$ cat src/rtl/pipeline_types_pkg.sv
// pipeline_types_pkg: pass record carried around the thread ring.
package pipeline_types_pkg;
  typedef struct packed {
    logic       active_thread;
    logic [7:0] id;
    logic [7:0] thread;
  } system_t;
  typedef struct packed {
    system_t     system;
    logic [31:0] data;
    logic [31:0] shared;
  } pipeline_pass_structure;
endpackage

$ cat src/rtl/recirc_pkg.sv
// recirc_pkg: head-select encoding and live counter sizing for the recirculator.
package recirc_pkg;
  typedef enum logic [1:0] {SEL_RECIRC, SEL_HOST, SEL_BUBBLE} head_sel_e;
  function automatic int live_w(input int max_live);
    return $clog2(max_live + 1);
  endfunction
endpackage

$ cat src/rtl/recirc_fifo.sv
// recirc_fifo: synchronous FIFO of pass records with wrap-bit pointers.
module recirc_fifo
  import pipeline_types_pkg::*;
#(
  parameter int DEPTH = 8
) (
  input  logic                         clk,
  input  logic                         rst,
  input  logic                         push,
  input  logic                         pop,
  input  pipeline_pass_structure       din,
  output pipeline_pass_structure       dout,
  output logic                         full,
  output logic                         empty,
  output logic [$clog2(DEPTH+1)-1:0]   count
);
  localparam int AW = $clog2(DEPTH);
  logic [AW:0] wp, rp;
  pipeline_pass_structure mem [DEPTH];
  assign empty = wp == rp;
  assign full  = (wp[AW] != rp[AW]) && (wp[AW-1:0] == rp[AW-1:0]);
  assign count = wp - rp;
  assign dout  = mem[rp[AW-1:0]];
  always_ff @(posedge clk) begin
    if (rst) begin
      wp <= '0;
      rp <= '0;
    end else begin
      if (push && !full) wp <= wp + 1'b1;
      if (pop && !empty) rp <= rp + 1'b1;
    end
  end
  always_ff @(posedge clk) begin
    if (!rst && push && !full) mem[wp[AW-1:0]] <= din;
  end
  a_no_pop_empty: assert property (@(posedge clk) disable iff (rst) !(pop && empty));
endmodule

$ cat src/rtl/thread_recirculator.sv
// thread_recirculator: retires or recirculates tail threads and fills head bubbles with host threads.
module thread_recirculator
  import pipeline_types_pkg::*, recirc_pkg::*;
#(
  parameter int DEPTH    = 8,
  parameter int MAX_LIVE = DEPTH
) (
  input  logic                           clk,
  input  logic                           rst,
  input  pipeline_pass_structure         tail_in,
  input  logic                           tail_retire,
  input  logic                           host_valid,
  input  pipeline_pass_structure         host_in,
  output logic                           host_ready,
  output pipeline_pass_structure         head_out,
  output logic                           ret_valid,
  output pipeline_pass_structure         ret_out,
  output logic [live_w(MAX_LIVE)-1:0]    live_count,
  output logic                           ovf_err
);
  localparam int LW = live_w(MAX_LIVE);
  localparam logic [LW-1:0] MAXL = LW'(MAX_LIVE);
  logic push, pop, retire, full, empty;
  logic [$clog2(DEPTH+1)-1:0] occ;
  logic [LW-1:0] live_next;
  pipeline_pass_structure fifo_dout;
  head_sel_e sel;
  assign retire = tail_in.system.active_thread && tail_retire;
  assign push   = tail_in.system.active_thread && !tail_retire;
  // admission looks only at the registered count, so a retire frees budget one cycle later
  assign sel = !empty ? SEL_RECIRC
             : (host_valid && live_count < MAXL && !rst) ? SEL_HOST : SEL_BUBBLE;
  assign pop        = sel == SEL_RECIRC;
  assign host_ready = sel == SEL_HOST;
  assign live_next = (host_ready && !retire && live_count != MAXL) ? live_count + 1'b1
                   : (retire && !host_ready && live_count != '0) ? live_count - 1'b1
                   : live_count;
  recirc_fifo #(.DEPTH(DEPTH)) u_fifo (
    .clk(clk), .rst(rst), .push(push), .pop(pop), .din(tail_in),
    .dout(fifo_dout), .full(full), .empty(empty), .count(occ)
  );
  always_ff @(posedge clk) begin
    if (rst) begin
      head_out   <= '0;
      ret_out    <= '0;
      ret_valid  <= 1'b0;
      live_count <= '0;
      ovf_err    <= 1'b0;
    end else begin
      head_out   <= sel == SEL_RECIRC ? fifo_dout : sel == SEL_HOST ? host_in : '0;
      ret_valid  <= retire;
      if (retire) ret_out <= tail_in;
      if (push && full) ovf_err <= 1'b1;
      live_count <= live_next;
    end
  end
  a_ready_budget: assert property (@(posedge clk) disable iff (rst) host_ready |-> live_count < MAXL);
  a_bubble_zero:  assert property (@(posedge clk) disable iff (rst) !head_out.system.active_thread |-> head_out == '0);
  a_no_under:     assert property (@(posedge clk) disable iff (rst) !(retire && !host_ready && live_count == '0));
  a_no_over:      assert property (@(posedge clk) disable iff (rst) !(host_ready && !retire && live_count == MAXL));
  a_occ_budget:   assert property (@(posedge clk) disable iff (rst) occ <= ($clog2(DEPTH+1))'(MAX_LIVE));
endmodule

$ cat config.mk
export PLATFORM = sky130hd
export DESIGN_NAME = thread_recirculator
export DESIGN_NICKNAME = d
export VERILOG_FILES = /design/src/rtl/pipeline_types_pkg.sv /design/src/rtl/recirc_pkg.sv /design/src/rtl/recirc_fifo.sv /design/src/rtl/thread_recirculator.sv
export SDC_FILE = /design/constraint.sdc
export NUM_CORES = 1
export LEC_CHECK = 0
export ABC_AREA = 1
export CORE_UTILIZATION = 45
export CTS_CLUSTER_SIZE = 10
export DETAILED_ROUTE_END_ITERATION = 16
export GPL_TIMING_DRIVEN = 0
export HOLD_SLACK_MARGIN = 0.1
export PLACE_DENSITY = 0.68
export SETUP_SLACK_MARGIN = 0.02
export SYNTH_ARGS = -nofsm -noshare
export SYNTH_HDL_FRONTEND = slang
export SYNTH_HIERARCHICAL = 1
export SYNTH_SLANG_ARGS = --single-unit
$ cat constraint.sdc
create_clock -name clk -period 7.24 [get_ports clk]
set_clock_uncertainty 0.1 [all_clocks]
set_input_delay 1.086 -clock clk [delete_from_list [all_inputs] [get_ports clk]]
set_output_delay 1.086 -clock clk [all_outputs]
set_load 0.02 [all_outputs]
After elaboration in Yosys (flattened, before gate mapping):

Memories as Yosys holds them, arrays and structs flattened. A register that Yosys moved wholly into a read port is not among the register bits.
Index checks and enable logic that the tools add are counted.
Widths: inputs -> output; s select.

* register bits after elaboration: 176
* bits in latches: 0
* bits in writable memories: 648
* ROM bits: 0
* output and inout port bits: 169
* memories kept: 1

* add/sub/neg operators: 4
* $mul: 0
* divide/modulo/power cells: 0
* magnitude comparators: 1
* eq/ne operators: 5
* shift-type cells: 0
* muxes and demuxes: 10
* bitwise logic cells: 0
* reductions and logical operators: 23

Memories
* u_fifo.mem: depth 8, width 81, read ports 1, clocked after memory_dff 1, write ports 1, line recirc_fifo.sv:19 `pipeline_pass_structure mem [DEPTH];`

Operator list (count)
* $mux 81: 2
* $logic_and 1x1->1: 14
* $add 4x1->4 const B: 3
* $mux 4: 2
* $logic_not 1->1: 6
* $mux 3: 2
* $eq 4x4->1: 1
* $lt 4x4->1 const B: 1
* $mux 2: 2
* $ne 4x4->1 const B: 1
* $reduce_bool 4->1: 1
* $sub 4x1->4 const B: 1
* $eq 3x3->1: 1
* $eq 2x1->1 const B: 1
* $logic_not 2->1: 1
* $mux 1: 2
* $reduce_bool 2->1: 1
* $ne 1x1->1: 1

Logic depth before layout (Yosys ltp):

* depth after elaboration: 11
* gate-level depth with buffers: 18
* gate-level depth less buffers: 18

Hierarchy:

Netlist, hierarchy kept.

Modules (own cells, without submodules)
* recirc_fifo: times used 1, cells each 2090, area each 26050.0 µm²
* thread_recirculator: times used 1, cells each 756, area each 5883.1 µm²

Least setup slack after synthesis:

OpenSTA, ideal clock, no wires.

* kind: input -> register
* start point: in tail_in[80] (netlist bit)
* end point: mem u_fifo/mem[1][0] (netlist bit) (enable)
* setup time: 0.620 ns
* arrival: 7.005 ns
* slack: -0.486 ns
* stages on the path: 4
* path buffers: 0
* cell sequence: inv_1 nor2_1 nand2_1 nor3_1

* word-level cells in the longest chain between the ends: 5

Ends and longest elaborated chain
* start, declared: line thread_recirculator.sv:10 `input pipeline_pass_structure tail_in,`
* $logic_and 1x1->1: line thread_recirculator.sv:29 `assign push = tail_in.system.active_thread && !tail_retire;`
* via push: line thread_recirculator.sv:23 `logic push, pop, retire, full, empty;`
* $logic_and 1x1->1 (2 in a row): line recirc_fifo.sv:34 `if (!rst && push && !full) mem[wp[AW-1:0]] <= din;`
* $mux 1: line recirc_fifo.sv:34
* $mux 1 (implied by the code): line recirc_fifo.sv:34
* end, declared: line recirc_fifo.sv:19

The timed path passes the listed nets, and every way through them passes these cells.

Worst setup path in the final report:

* start point: in rst
* end point: out host_ready

* word-level cells in the longest chain between the ends: 5

Ends and longest elaborated chain
* start, declared: line thread_recirculator.sv:9 `input logic rst,`
* $logic_not 1->1: line thread_recirculator.sv:32 `: (host_valid && live_count < MAXL && !rst) ? SEL_HOST : SEL_BUBBLE;`
* $logic_and 1x1->1: line thread_recirculator.sv:32
* $mux 2: line thread_recirculator.sv:32
* $mux 2: line thread_recirculator.sv:31 `assign sel = !empty ? SEL_RECIRC`
* $eq 2x1->1: line thread_recirculator.sv:34 `assign host_ready = sel == SEL_HOST;`
* end, declared: line thread_recirculator.sv:14 `output logic host_ready,`

No other way between the ends.

==> impl_metrics.env <==
export IMPL_outcome="completed"
export IMPL_reg2reg_from="u_fifo/wp[0]"
export IMPL_r2r_end="u_fifo/mem[0][42]"
export IMPL_max_stage_delay_ns=0.61
export IMPL_finalHoldViolCount=0
export IMPL_cp_required_ns=6.05
export IMPL_crit_path_frequent_cell="clkdlybuf4s50_1"
export IMPL_postSynthCellCount=2838
export IMPL_cts_tree="built"
export IMPL_fin_nets=3490
export IMPL_die_y_um=268
export IMPL_period_needed_ns=4.68
export IMPL_grt_antenna_before_repair=3
export IMPL_crit_buf_inv=5
export IMPL_via_per_inst=5.31
export IMPL_vias=23032
export IMPL_hpwl_um=59800
export IMPL_ios=335
export IMPL_holdBufCountCts=0
export IMPL_rsz0062_at_grt="false"
export IMPL_critical_path_top_delay_family="buffers and inverters"
export IMPL_cts_buffers_inserted=94
export IMPL_p_per_area_nw_per_um2=336
export IMPL_synthToLayoutAreaGrowth_pct=25.2
export IMPL_crit_path_end_kind="primary output"
export IMPL_die_w_um=268
export IMPL_grt_overflow=0
export IMPL_synth_nets=3012
export IMPL_crit_fanout=10
export IMPL_worstPathArrival_ns=3.50
export IMPL_drt_pass1_iter_count=6
export IMPL_clkLatencyLatePin_ns=0.66
export IMPL_hp_start="ovf_err"
export IMPL_grt_usage_pct=25.3
export IMPL_syn_area_um2=31900
export IMPL_coreArea_um2=70000
export IMPL_drt_iter0_markers=2175
export IMPL_gp_congestion=0.801
export IMPL_initial_utilization_pct=45.5
export IMPL_cts_sinks=827
export IMPL_slowest_stage="clkdlybuf4s50_1"
export IMPL_clk_pin_slew_worst_paths_ns=0.05
export IMPL_hold_ws_ns=0.361
export IMPL_portBuffers=334
export IMPL_setup_tns_final_ns=0
export IMPL_grt_max_degree=29
export IMPL_worst_pin_slew_ns=1.06
export IMPL_start_kind="primary input"
export IMPL_critical_path_class="primary input to primary output"
export IMPL_grt_pass1_vias=22007
export IMPL_setup_viol=0
export IMPL_clockBufferDepth=3
export IMPL_yosys_warnings=6
export IMPL_hold_path_class="flip-flop to flip-flop"
export IMPL_min_period_over_period_pct=64.7
export IMPL_fin_ws_ns=2.56
export IMPL_cts_resized=0
export IMPL_slew_violations=0
export IMPL_drc=0
export IMPL_peakVddDrop_uv=205
export IMPL_design_die_area_um2=71900
export IMPL_r2r_slack_ns=3.74
export IMPL_htreeDepth=3
export IMPL_min_path_cells=2
export IMPL_drive_above_1_share_pct=7.42
export IMPL_routedWlPerCell_um=21.2
export IMPL_placed_area_um2=37100
export IMPL_postCtsSetupBuffers=0
export IMPL_totalWireLength_um=91900
export IMPL_postRouteAntennaNets=0
export IMPL_final_common_cell="nor2_1"
export IMPL_path_cells="clkdlybuf4s50_1, buf_2, nor2_2, nand2_1, clkinv_2, buf_4, clkdlybuf4s50_1"
export IMPL_layout_common_cells="666 x nor2_1, 648 x edfxtp_1, 439 x nand2_1, 334 x clkdlybuf4s50_1, 328 x o21ai_1"
export IMPL_cap_violations=0
export IMPL_fmax_ghz=0.214
export IMPL_post_route_cell_area_um2=39900
export IMPL_root_buffer="clkbuf_16"
export IMPL_pre_cts_ws_ns=2.53
export IMPL_grt_pass1_wl_um=134000
export IMPL_slew_headroom_pct=29.4
export IMPL_min_to="ovf_err"
export IMPL_syn_avg_cell_area_um2=11.2
export IMPL_fp_row_count=97
export IMPL_ff2ff_path_depth=12
export IMPL_power_leakage_nw=14.0
[report_power, final]
part           internal (mW)  switching (mW)  total [mW]
clock network           2.53            1.82        4.35
registers               5.32          0.0756        5.40
logic                   1.23            2.41        3.64
[area by class of cell]
class | instances | area [um2]
Buffer | 177 | 985
Clock inverter | 7 | 53.8
Sequential cell | 827 | 23000
Inverter | 28 | 109
Timing Repair Buffer | 382 | 4010
Tap cell | 940 | 1180
Antenna cell | 2 | 5.00
Multi-Input combinational cell | 1806 | 7790
Fill cell | 5825 | 30100
Clock buffer | 169 | 2730
[layer usage]
metal	GRT usage, %	share of wire (%)
met1	33.8	41
met2	42.7	48
met3	4.04	8.2
met4	7.37	2.1
met5	0	0.022
[worst min-delay path: stages, from the launching register on]
cell and delay [ns]:
dfxtp_1 0.30, inv_1 0.05, a21oi_1 0.06
[worst max path at each step]
stage,start,endpoint,slack (ns),depth (start not counted)
2_1_floorplan,tail_in[80],u_fifo/mem[1][0],-0.49,4
3_3_place_gp,tail_in[80],u_fifo/mem[3][44],-6.59,5
3_5_place_dp,rst,host_ready,2.53,7
4_1_cts,rst,host_ready,2.52,7
5_1_grt,rst,host_ready,2.49,7
6_report,rst,host_ready,2.56,7
[per-stage QoR]
stage,instances,util [%],total power [mW]
after floorplan,2838,-,7.63
after global placement,4112,52.0,9.07
after detailed placement,4160,53.0,9.12
after CTS,4336,57.0,13.5
after global routing,4336,57.0,14.0
final,4338,57.0,13.4
[state kept, by name, indices dropped and copies added (netlist names), named ones only]
signal      cells
live_count      4
ret_out        81
head_out       81
u_fifo/rp       4
u_fifo/mem    648
ovf_err         1
u_fifo/wp       4
ret_valid       1
Note: power is estimated with default switching activity, not from simulation.
